--- config.mk ---
export PLATFORM = sky130hd
export DESIGN_NAME = traffic_phase_scheduler
export DESIGN_NICKNAME = d
export VERILOG_FILES = /design/src/rtl/traffic_phase_scheduler.sv
export SDC_FILE = /design/constraint.sdc
export NUM_CORES = 1
export LEC_CHECK = 0
export ABC_AREA = 1
export CAP_MARGIN = 15
export CORE_MARGIN = 3
export CORE_UTILIZATION = 50
export CTS_CLUSTER_SIZE = 20
export DETAILED_ROUTE_END_ITERATION = 16
export DONT_BUFFER_PORTS = 1
export HOLD_SLACK_MARGIN = 0.06
export SLEW_MARGIN = 30
export SYNTH_ARGS = -nofsm -noshare
export SYNTH_HDL_FRONTEND = slang
export SYNTH_SLANG_ARGS = --single-unit
--- constraint.sdc ---
create_clock -name clk -period 3.3 [get_ports clk]
set_clock_uncertainty 0.2 [all_clocks]
set_input_delay 0.66 -clock clk [delete_from_list [all_inputs] [get_ports clk]]
set_output_delay 0.66 -clock clk [all_outputs]
set_load 0.01 [all_outputs]
--- src/rtl/traffic_phase_scheduler.sv ---
// Demand-actuated NS/EW intersection sequencer with a pedestrian all-walk phase.
// Latches vehicle and button demand, then applies min/max green, yellow and all-red timing.
`timescale 1ns/1ps
module traffic_phase_scheduler #(
    parameter int GREEN_MIN = 4,
    parameter int GREEN_MAX = 10,
    parameter int YELLOW_T  = 3,
    parameter int ALLRED_T  = 2,
    parameter int WALK_T    = 5,
    parameter int CW        = 4
) (
    input  logic       clk,
    input  logic       reset,
    input  logic       req_ns,
    input  logic       req_ew,
    input  logic       ped_req,
    output logic       ns_g,
    output logic       ns_y,
    output logic       ns_r,
    output logic       ew_g,
    output logic       ew_y,
    output logic       ew_r,
    output logic       walk,
    output logic [2:0] phase
);

    typedef enum logic [2:0] {
        S_NSG  = 3'd0,
        S_NSY  = 3'd1,
        S_AR1  = 3'd2,
        S_EWG  = 3'd3,
        S_EWY  = 3'd4,
        S_AR2  = 3'd5,
        S_WALK = 3'd6
    } state_t;

    typedef enum logic {DIR_NS = 1'b0, DIR_EW = 1'b1} dir_t;

    // A state of duration T exits on the cycle its timer reads T-1.
    localparam logic [CW-1:0] GMIN_LAST   = CW'(GREEN_MIN - 1);
    localparam logic [CW-1:0] GMAX_LAST   = CW'(GREEN_MAX - 1);
    localparam logic [CW-1:0] YELLOW_LAST = CW'(YELLOW_T - 1);
    localparam logic [CW-1:0] ALLRED_LAST = CW'(ALLRED_T - 1);
    localparam logic [CW-1:0] WALK_LAST   = CW'(WALK_T - 1);

    state_t        state, nxt;
    dir_t          last_dir;
    logic [CW-1:0] tmr;
    logic          pend_ns, pend_ew, ped_pend;
    logic          ns_other, ew_other;

    // Lamp vector order: {ns_g, ns_y, ns_r, ew_g, ew_y, ew_r, walk}.
    function automatic logic [6:0] lamps(input state_t s);
        case (s)
            S_NSG:   lamps = 7'b100_001_0;
            S_NSY:   lamps = 7'b010_001_0;
            S_EWG:   lamps = 7'b001_100_0;
            S_EWY:   lamps = 7'b001_010_0;
            S_WALK:  lamps = 7'b001_001_1;
            default: lamps = 7'b001_001_0;
        endcase
    endfunction

    assign ew_other = pend_ew | req_ew | ped_pend;
    assign ns_other = pend_ns | req_ns | ped_pend;

    always_comb begin
        nxt = state;
        case (state)
            S_NSG: if (ew_other && (tmr >= GMAX_LAST || (!req_ns && tmr >= GMIN_LAST))) nxt = S_NSY;
            S_NSY: if (tmr >= YELLOW_LAST) nxt = S_AR1;
            S_AR1: if (tmr >= ALLRED_LAST) nxt = ped_pend ? S_WALK : S_EWG;
            S_EWG: if (ns_other && (tmr >= GMAX_LAST || (!req_ew && tmr >= GMIN_LAST))) nxt = S_EWY;
            S_EWY: if (tmr >= YELLOW_LAST) nxt = S_AR2;
            S_AR2: if (tmr >= ALLRED_LAST) nxt = ped_pend ? S_WALK : S_NSG;
            S_WALK: if (tmr >= WALK_LAST) nxt = (last_dir == DIR_NS) ? S_EWG : S_NSG;
            default: nxt = S_NSG;
        endcase
    end

    always_ff @(posedge clk or posedge reset) begin
        if (reset) begin
            state    <= S_NSG;
            tmr      <= '0;
            pend_ns  <= 1'b0;
            pend_ew  <= 1'b0;
            ped_pend <= 1'b0;
            last_dir <= DIR_NS;
            phase    <= 3'd0;
            {ns_g, ns_y, ns_r, ew_g, ew_y, ew_r, walk} <= 7'b100_001_0;
        end else begin
            state <= nxt;
            phase <= nxt;
            // NOTE: lamps decode the next state so they are registered yet never lag the state register.
            {ns_g, ns_y, ns_r, ew_g, ew_y, ew_r, walk} <= lamps(nxt);

            if (nxt != state)   tmr <= '0;
            else if (tmr != '1) tmr <= tmr + 1'b1;

            // Serving a direction's green discards its demand even if it is still asserted.
            if (nxt == S_NSG && state != S_NSG)  pend_ns <= 1'b0;
            else if (req_ns && state != S_NSG)   pend_ns <= 1'b1;

            if (nxt == S_EWG && state != S_EWG)  pend_ew <= 1'b0;
            else if (req_ew && state != S_EWG)   pend_ew <= 1'b1;

            if (nxt == S_WALK && state != S_WALK) ped_pend <= 1'b0;
            else if (ped_req && state != S_WALK)  ped_pend <= 1'b1;

            if (state == S_NSG && nxt != S_NSG)      last_dir <= DIR_NS;
            else if (state == S_EWG && nxt != S_EWG) last_dir <= DIR_EW;
        end
    end

endmodule

* Word level (Yosys, flattened, before mapping) *
Index checks and enable logic that the tools add are counted.

cells by class
  $add $sub $neg = 1
  order comparisons = 5
  eq/ne operators = 15
  mux-type cells = 22
  bitwise logic cells = 4
  reduce and logical (&&, ||, !) cells = 25

operator list
  kind                                                                count
  case mux 7 bit (5 select lines)                                     1
  2-to-1 mux 3 bit                                                    9
  case mux 3 bit (7 select lines)                                     1
  == test 3 bit (second input constant)                               5
  logical AND 1 bit                                                   12
  nonzero test 2 bit                                                  5
  == test 3 x 2 -> 1 bit (second input constant)                      3
  greater-or-equal comparator 4 x 2 -> 1 bit (second input constant)  2
  2-to-1 mux 1 bit                                                    8
  2-to-1 mux 4 bit                                                    2
  == test 3 x 1 -> 1 bit (second input constant)                      2
  logical NOT 3 bit                                                   2
  inequality test 3 x 2 -> 1 bit (second input constant)              2
  nonzero test 3 bit                                                  2
  adder 4 x 1 -> 4 bit (second input constant)                        1
  greater-or-equal comparator 4 x 1 -> 1 bit (second input constant)  1
  greater-or-equal comparator 4 x 3 -> 1 bit (second input constant)  1
  greater-or-equal comparator 4 bit (second input constant)           1
  inequality test 4 bit (second input constant)                       1
  bitwise OR 1 bit                                                    4
  inequality test 3 bit                                               1
  inequality test 3 bit (second input constant)                       1
  logical NOT 1 bit                                                   2
  logical OR 1 bit                                                    2
  2-to-1 mux 2 bit                                                    1

word-level totals
  flip-flop bits (word level) = 18
  bits of input ports = 5
  word-level logic and storage cells = 85

* Longest topological paths before layout *
Gate-level depths: netlist of run 1.

  word-level depth = 10
  gate-level depth with buffers = 15

* Worst setup path after synthesis of run 1 *
Ideal clock, no wire load.

  path kind = register to register
  start point = register tmr[0]
  end point = register walk
  library setup time = 0.115 ns
  data arrival time = 1.928 ns
  data required time = 2.985 ns
  path slack = 1.057 ns
  stages on the path, launching flop included = 16
  period minus slack after synthesis = 2.243 ns
  path through = dfrtp_1 inv_1 ha_1 inv_1 nor2_1 nand2_2 nand2_2 nand2_1 nand2_1 nand3_2 nand2_4 inv_1 ha_1 inv_1 nand4_1 inv_1

between the ends
  longest elaborated chain between the ends = 8

RTL lines
  item                                         line    text
  start: declaration                           48      logic [CW-1:0] tmr;
  start signal: assignment                     98      else if (tmr != '1) tmr <= tmr + 1'b1;
  greater-or-equal comparator 4 x 2 -> 1 bit   70, 73
  logical AND 1 bit, on equally long branches  73, 70
  logical OR 1 bit, on equally long branches   73, 70
  logical AND 1 bit, on equally long branches  73, 70
  2-to-1 mux 3 bit, on equally long branches   73, 70
  case mux 3 bit (7 select lines) *            69      case (state)
  net nxt[2]                                   46      state_t state, nxt;
  == test 3 bit (tied with other cells)        54      case (s)
  case mux 7 bit (5 select lines) *            54
  end signal: assignment                       95      {ns_g, ns_y, ns_r, ew_g, ew_y, ew_r, walk} <= lamps(nxt);
  end: declaration                             23      output logic walk,

Mark *: on every way through the listed nets, which the timed path passes. The rest lies on a longest branch.
A chain may end at the register's enable or synchronous reset.

* Worst setup path after layout of run 1 *
Same ends and word-level chain as after synthesis.

==> results.json, run 1 <==
{
  "synth_top_area_share_pct": 32.2,
  "core-area_um2": 2280,
  "crit-reg2reg-capture": "walk",
  "initial_utilization_pct": 54.6,
  "num_antenna_cells": 0,
  "synth-warning-count": 0,
  "path_max_fanout": 6,
  "ant_nets": 0,
  "die_w_um": 55.9,
  "timing.final.crit_share_pct": 75.7,
  "clk_pin_slew_ps": 110,
  "p_leak_nw": 0.657,
  "power_density_nw_per_um2": 1100,
  "grt_max_degree": 19,
  "initialDrtViolationCount": 24,
  "pin_count": 15,
  "endpoint_kind": "flop",
  "wl_per_cell_um": 13.4,
  "worstSkewPairLatency_ps": 300,
  "cts_resized": 0,
  "place_congestion": 0.838,
  "startpoint": "tmr[0]",
  "r2r_slack_ps": 800,
  "fin_cells": 175,
  "cts_made_buffers": 3,
  "drv_cap": 0,
  "pre_cts_ws_ps": 853,
  "slew_viol_final": 0,
  "fin_tns_setup_ps": 0,
  "grt_remaining_overflow": 0,
  "setup_viol": 0,
  "cp-start-kind": "flop",
  "die_h_um": 55.9,
  "place_hpwl_um": 1870,
  "postCtsSetupRepairBufs": 0,
  "r2r_start": "tmr[0]",
  "reg2reg_depth": 15,
  "numPortBuffers": 0,
  "cts_buffer_depth": 2,
  "cts_tree": "done",
  "fin_crit_ps": 2500,
  "ys_types": 28,
  "post-route-util_pct": 57.6,
  "fin_ws_ps": 803,
  "ys_ff_latch": 18,
  "wl_um": 2340,
  "critPathCapture": "walk",
  "ys_seq_area_share_pct": 36.4,
  "crit_required_ps": 3340,
  "synth.area.top_cells": "dfrtp_1 (32%), nand2_4 (7.2%), nand3_1 (5.6%)",
  "synthArstFlopShare_pct": 100,
  "min_path_type": "primary input to asynchronous set/reset pin",
  "max_freq_mhz": 400,
  "nets": 158,
  "avgSynthCellArea_um2": 8.64,
  "grt_setup_unrepaired": "false",
  "path_class": "flop to flop",
  "drc": 0,
  "grt_pass1_vias": 859,
  "die_area_um2": 3120,
  "irDropWorstVdd_mv": 0.486,
  "worst_pin_slew_ps": 688,
  "antenna_found_initial": 0,
  "outcome": "completed",
  "layout-drive-gt1-share_pct": 33.3,
  "cts.sinks": 18,
  "hold_viol": 0,
  "syn_inst": 144,
  "ys.flop_type": "dfrtp_1",
  "synth_common_cells": "inv_1 (17), nand2_1 (17), dfrtp_1 (16), nand3_1 (14), nor2_1 (11)",
  "vias": 906,
  "rows": 17,
  "grt_usage_pct": 16.4,
  "synth_area_leader_cell": "dfrtp_1",
  "drt_pass1_iterations": 4,
  "cts.htree.levels": 1,
  "relSlewSlack_pct": 54.1,
  "arrival_ps": 2540,
  "dp_cells": 171,
  "cts.hold.buffers_added": 0,
  "grt_pass1_wl_um": 4010,
  "area_growth_pct": 5.33,
  "synth_nets": 154,
  "syn_area_um2": 1240,
  "drt-vias-per-instance": 5.18,
  "synth_edf_count": 0,
  "root_buffer": "clkbuf_4"
}
## cells in the final DEF (no fill, tap or decap), types with 4 or more instances in the layout
master   count
nand2_4      8
dfrtp_1     16
inv_2        7
ha_1         5
nor2_1      11
nand2_2      9
nand3_1     14
nand3_2      4
nor3_2       6
nand2_1     17
a21oi_1      5
inv_1       17
## worst min-delay path by stage
stage | start | to | slack, ps | depth (start not counted)
after detailed placement | pend_ns | pend_ns | 330 | 2
after CTS | reset | tmr[0] | 160 | 1
final | reset | tmr[0] | 140 | 1
after global routing | reset | tmr[1] | 180 | 1
after global placement | pend_ns | pend_ns | 310 | 2
after floorplan | pend_ns | pend_ns | 290 | 2
## where the power goes
group          leakage [nW]  internal [mW]  switching (mW)
Combinational         0.415          0.305           0.597
Sequential            0.221          0.312          0.0937
Clock                0.0210         0.0673          0.0718
Total                 0.657          0.684           0.762
## cell families after synthesis
logic type / Yosys count / synth area share [%]
buffers and inverters: 25 / 7.65
adders and majority gates: 5 / 5.03
and+or+nand+nor: 78 / 40.5
AOI/OAI and AO/OA: 17 / 9.66
xor gates and xnor gates: 1 / 0.704
DFF: 18 / 36.4
## final cells by class
| class | instances | area, µm² |
|---|---|---|
| Clock buffer | 4 | 36.3 |
| Tap cell | 28 | 35.0 |
| Inverter | 24 | 90.1 |
| Sequential cell | 18 | 453 |
| Multi-Input combinational cell | 101 | 696 |
| Fill cell | 200 | 966 |
## stage by stage
| stage | total power [mW] | cell area [µm²] | hold slack [ps] |
|---|---|---|---|
| after floorplan | 1.17 | 1240 | 292 |
| after global placement | 1.31 | 1270 | 313 |
| after detailed placement | 1.32 | 1270 | 327 |
| after CTS | 1.46 | 1310 | 157 |
| after global routing | 1.58 | 1310 | 180 |
| final | 1.45 | 1310 | 140 |
## sequential cells by signal, indices dropped and copies added (netlist names)
| name | cells |
|---|---|
| pend_ns | 1 |
| ew_y | 1 |
| walk | 1 |
| tmr | 4 |
| pend_ew | 1 |
| ns_g | 1 |
| ns_r | 1 |
| ew_r | 1 |
| ns_y | 1 |
| last_dir | 1 |
| state | 3 |
| ped_pend | 1 |
| ew_g | 1 |
## critical path, stage by stage, from the launching register on
cell and delay (ps):
dfrtp_1 410, inv_1 140, ha_1 190, inv_1 40
nor2_1 210, nand2_2 100, nand2_2 80, nand2_1 50
nand2_1 70, nand3_2 130, nand2_4 140, inv_1 80
ha_1 300, inv_1 110, nand4_1 110, inv_1 70
## routing by layer
metal,vias up,track usage [%],share of wire (%)
met5,-,0,0
met3,4,3.25,4.4
li1,471,-,-
met4,0,5.08,1.2
met2,21,25.8,48
met1,410,22.6,47
(Power assumes the default switching activity.)
==> run 2, diff against run 1 <==
clock period = 2.3 ns   (was 3.3 ns; I/O delays follow)
==> run 2 against run 1 <==
Against the previous run: global-route usage up 0.58 points; combinational power up 74%; core utilization up 4.4 points; die area unchanged; total power up 61%; sequential cell count unchanged; critical path type unchanged; final cell count up 5.7%; non-clock buffer count up 10; sequential share of layout area down 2.5 points; final area up 7.6%.
==> results.json, run 2 (synthesized netlist as in run 1, its figures left out) <==
{
  "outcome": "completed",
  "drc": 0,
  "power_density_nw_per_um2": 1650,
  "r2r_start": "tmr[1]",
  "timing.final.crit_share_pct": 94.7,
  "endpoint_kind": "flop",
  "slew_viol_final": 0,
  "wl_um": 2440,
  "place_hpwl_um": 1980,
  "min_from": "ped_req",
  "grt_usage_pct": 16.9,
  "drt-vias-per-instance": 5.29,
  "antenna_found_initial": 0,
  "die_area_um2": 3120,
  "cts_tree": "done",
  "grt_pass1_wl_um": 4200,
  "num_antenna_cells": 0,
  "wl_per_cell_um": 13.2,
  "arrival_ps": 2170,
  "max_freq_mhz": 459,
  "core-area_um2": 2280,
  "cts_made_buffers": 3,
  "nFillCells": 201,
  "ant_nets": 0,
  "hold_end": "ped_pend",
  "fin_cells": 185,
  "die_w_um": 55.9,
  "initial_utilization_pct": 54.6,
  "worst_pin_slew_ps": 653,
  "die_h_um": 55.9,
  "finalPower_mw": 2.33,
  "grt_remaining_overflow": 0,
  "layout-drive-gt1-share_pct": 40.8,
  "cpPeakStageDelay_ps": 400,
  "path_class": "flop to flop",
  "fin_crit_ps": 2180,
  "crit_required_ps": 2290,
  "drt_pass1_iterations": 4,
  "largest_registers": "tmr x4, state x3",
  "multi_input_area_um2": 718,
  "root_buffer": "clkbuf_4",
  "path_max_fanout": 4,
  "regArea_um2": 453,
  "crit_chain": "buf_4, ha_1, inv_2, nand2_4, nand2_2, nand2_2, nand3_1, nand3_2, nand2_4, inv_1, ha_4, inv_2, nand4_1, inv_1",
  "p_leak_nw": 0.704,
  "fin_tns_setup_ps": 0,
  "layout_common_cells": "nand2_1 (17), dfrtp_1 (16), inv_1 (14), nand3_1 (14)",
  "slowest_stage": "dfrtp_1",
  "crit-reg2reg-capture": "walk",
  "postCtsSetupRepairBufs": 0,
  "largest_reg_flops": 4,
  "setup_viol": 0,
  "grt_pass1_vias": 923,
  "vias": 978,
  "drv_cap": 0,
  "nets": 168,
  "clk_pin_slew_ps": 110,
  "irDropWorstVdd_mv": 0.942,
  "min_path_type": "primary input to flop",
  "place_congestion": 0.892,
  "numPortBuffers": 0,
  "grt_max_degree": 19,
  "reg2reg_depth": 14,
  "dp_cells": 180,
  "hold_viol": 0,
  "startpoint": "tmr[1]",
  "cts.htree.levels": 1,
  "layout_commonest_cell": "nand2_1",
  "pin_count": 15,
  "regMostFlops": "tmr",
  "cts.sinks": 18,
  "rows": 17,
  "cp-start-kind": "flop",
  "hold_depth": 2,
  "area_growth_pct": 13.4,
  "worstSkewPairLatency_ps": 290,
  "initialDrtViolationCount": 24,
  "grt_setup_unrepaired": "false",
  "r2r_slack_ps": 120,
  "cts_buffer_depth": 2,
  "relSlewSlack_pct": 56.4
}
## run 2: what timing repair did
item                                   CTS  global route
hold buffers                             1             0
gates cloned                             0             0
setup endpoints to repair                3             5
endpoints found under the hold margin   16             0
gates resized for setup                  1             6
## run 2: report_power, final
part | total (mW) | switching, mW | internal (mW) | leakage, nW
logic | 1.57 | 0.959 | 0.610 | 0.462
clock network | 0.195 | 0.0991 | 0.0963 | 0.0210
registers | 0.563 | 0.115 | 0.448 | 0.221
## run 2: final cells by class
| cell class | instances | share of cell area [%] |
|---|---|---|
| Multi-Input combinational cell | 101 | 50.9 |
| Sequential cell | 18 | 32.1 |
| Inverter | 24 | 6.39 |
| Timing Repair Buffer | 10 | 5.50 |
| Clock buffer | 4 | 2.57 |
| Tap cell | 28 | 2.48 |
## run 2: through the flow
stage	utilization (%)	setup slack [ps]	area, µm²	hold WS (ps)
global placement	58.9	41.4	1340	274
global route	62.0	10.4	1410	167
CTS	61.1	4.04	1390	161
detailed placement	58.9	-24.4	1340	281
finish	62.0	122	1410	155
floorplan	-	57.0	1240	197
## run 2: how the worst max path moves through the flow
stage / end
floorplan: walk
global placement: walk
detailed placement: walk
CTS: walk
global route: walk
finish: walk
## run 2: routing by layer
metal / vias up / track usage (%) / wire, µm / share of wire [%]
met5: - / 0 / 0 / 0
met2: 20 / 25.5 / 1160 / 47
li1: 491 / - / - / -
met1: 461 / 23.6 / 1150 / 47
met4: 0 / 5.76 / 48 / 2.0
met3: 6 / 4.41 / 82 / 3.4
## run 2: worst max-delay path: cells and delay by family, from the launching register on
family | cells | cell delay (ps)
adder cells (fa/ha/maj) | 2 | 490
buffers and inverters | 5 | 400
flip-flops | 1 | 400
AND/OR/NAND/NOR | 7 | 580
==> run 3, diff against run 2 <==
CORE_UTILIZATION = 62   (was 50)
PLACE_DENSITY = 0.78   (was unset)
==> run 3 against run 2 <==
Against the previous run: non-clock buffer count increased by 1; critical path depth fell by 1; wire length is 0.86% higher; global-route usage increased by 4.3 points; highest routed layer unchanged; total power fell by 0.33%; register-to-register slack barely moved; setup slack improved by 2.0 ps; sequential share of layout area barely moved; clock power shrank 21%; count of clock-buffer cells in the layout unchanged; sequential power is essentially flat.
==> results.json, run 3 (synthesized netlist as in run 1, its figures left out) <==
{
  "outcome": "completed",
  "power.share.clock_pct": 6.6,
  "fin_crit_ps": 2180,
  "crit_required_ps": 2330,
  "antenna_found_initial": 0,
  "wl_um": 2460,
  "layout_commonest_cell": "nand2_1",
  "hold_ws_ps": 174,
  "grt_pass1_vias": 948,
  "rows": 15,
  "drv_cap": 0,
  "ant_nets": 0,
  "dp_cells": 177,
  "initial_utilization_pct": 69.0,
  "die_w_um": 50.8,
  "vias": 978,
  "root_buffer": "clkbuf_4",
  "path_class": "flop to flop",
  "min_path_type": "primary input to flop",
  "fin_ws_ps": 124,
  "fin_tns_setup_ps": 0,
  "timing.final.crit_share_pct": 94.6,
  "pwr-share-seq_pct": 24.4,
  "path_max_fanout": 4,
  "die_h_um": 50.8,
  "fin_cells": 183,
  "initialDrtViolationCount": 39,
  "worstSkewPairLatency_ps": 280,
  "drt-vias-per-instance": 5.34,
  "largest_reg_flops": 4,
  "grt_usage_pct": 21.2,
  "cts.sinks": 18,
  "endpoint_kind": "flop",
  "grt_pass1_wl_um": 4170,
  "regMostFlops": "tmr",
  "power_density_nw_per_um2": 1640,
  "pre_cts_ws_ps": 7.09,
  "swShare_pct": 50.8,
  "layout_common_cells": "nand2_1 (17), dfrtp_1 (16), inv_1 (14)",
  "area_growth_pct": 13.5,
  "p_comb_share_pct": 69.0,
  "grt_remaining_overflow": 0,
  "hold_viol": 0,
  "relSlewSlack_pct": 56.2,
  "worst_pin_slew_ps": 657,
  "power.switching_mw": 1.18,
  "clk_pin_slew_ps": 100,
  "internal_power_mw": 1.14,
  "num_antenna_cells": 0,
  "place_hpwl_um": 2010,
  "pin_count": 15,
  "wl_per_cell_um": 13.5,
  "max_freq_mhz": 460,
  "cp-start-kind": "flop",
  "irDropWorstVdd_mv": 0.988,
  "drt_pass1_iterations": 4,
  "largest_registers": "tmr x4, state x3",
  "core-area_um2": 1800,
  "p_leak_nw": 0.702,
  "cts_buffer_depth": 2,
  "cts.htree.levels": 1,
  "numPortBuffers": 0,
  "slew_viol_final": 0,
  "cts_made_buffers": 3,
  "place_congestion": 0.941,
  "nets": 169,
  "setup_viol": 0,
  "die_area_um2": 2580,
  "arrival_ps": 2210,
  "cts_tree": "done",
  "layout-drive-gt1-share_pct": 41.8,
  "grt_max_degree": 19,
  "drc": 0
}
[run 3: cell type report]
type                            count  area [µm²]
Multi-Input combinational cell    101         726
Sequential cell                    18         453
Fill cell                         133         390
Inverter                           24        90.1
Timing Repair Buffer               11        85.1
Tap cell                           25        31.3
Clock buffer                        4        26.3
[run 3: timing repair]
action	4_1_cts	5_1_grt
buffers inserted	0	1
resized for setup	1	8
pin swaps	0	5
hold buffers	1	0
setup endpoints to repair	1	5
endpoints found under the hold margin	16	0
[run 3: power by group through the flow]
stage	registers, mW	clock network [mW]	logic (mW)
2_1_floorplan	0.547	0	1.13
3_3_place_gp	0.566	0	1.45
3_5_place_dp	0.570	0	1.49
4_1_cts	0.563	0.161	1.50
5_1_grt	0.576	0.167	1.77
6_report	0.565	0.154	1.60
[run 3: worst max-delay path, cell delays in order, from the launching register on]
cell     delay [ps]
dfrtp_1         380
buf_4           150
ha_1            190
nor2_2          150
nand2_4          80
o21ai_2         140
nand3_2         110
nor2_4          150
nand2_4          50
inv_2            70
ha_4            210
inv_2            80
nand4_1          90
inv_1            70
[run 3: per-stage QoR]
step	util (%)	total power, mW	cell area [µm²]
finish	78.3	2.32	1410
global route	78.3	2.51	1410
CTS	76.4	2.22	1380
detailed placement	74.2	2.06	1340
global placement	74.2	2.01	1340
floorplan	-	1.68	1240
[run 3: metal layers]
layer | track usage [%] | share of wire, % | vias up
met1 | 25.9 | 43 | 455
met5 | 0 | 0 | -
met3 | 4.75 | 3.7 | 4
met2 | 38.5 | 52 | 24
met4 | 3.14 | 1.4 | 0
li1 | - | - | 495
[run 3: final timing paths]
check	cells after the start	slack, ps	startpoint	end
setup reg to reg	13	120	tmr[1]	walk
max in group asynchronous	2	980	reset	last_dir
hold reg to reg	2	350	pend_ns	pend_ns
hold / removal	2	170	req_ns	pend_ns
setup / recovery	13	120	tmr[1]	walk
min in group asynchronous	2	500	reset	tmr[3]
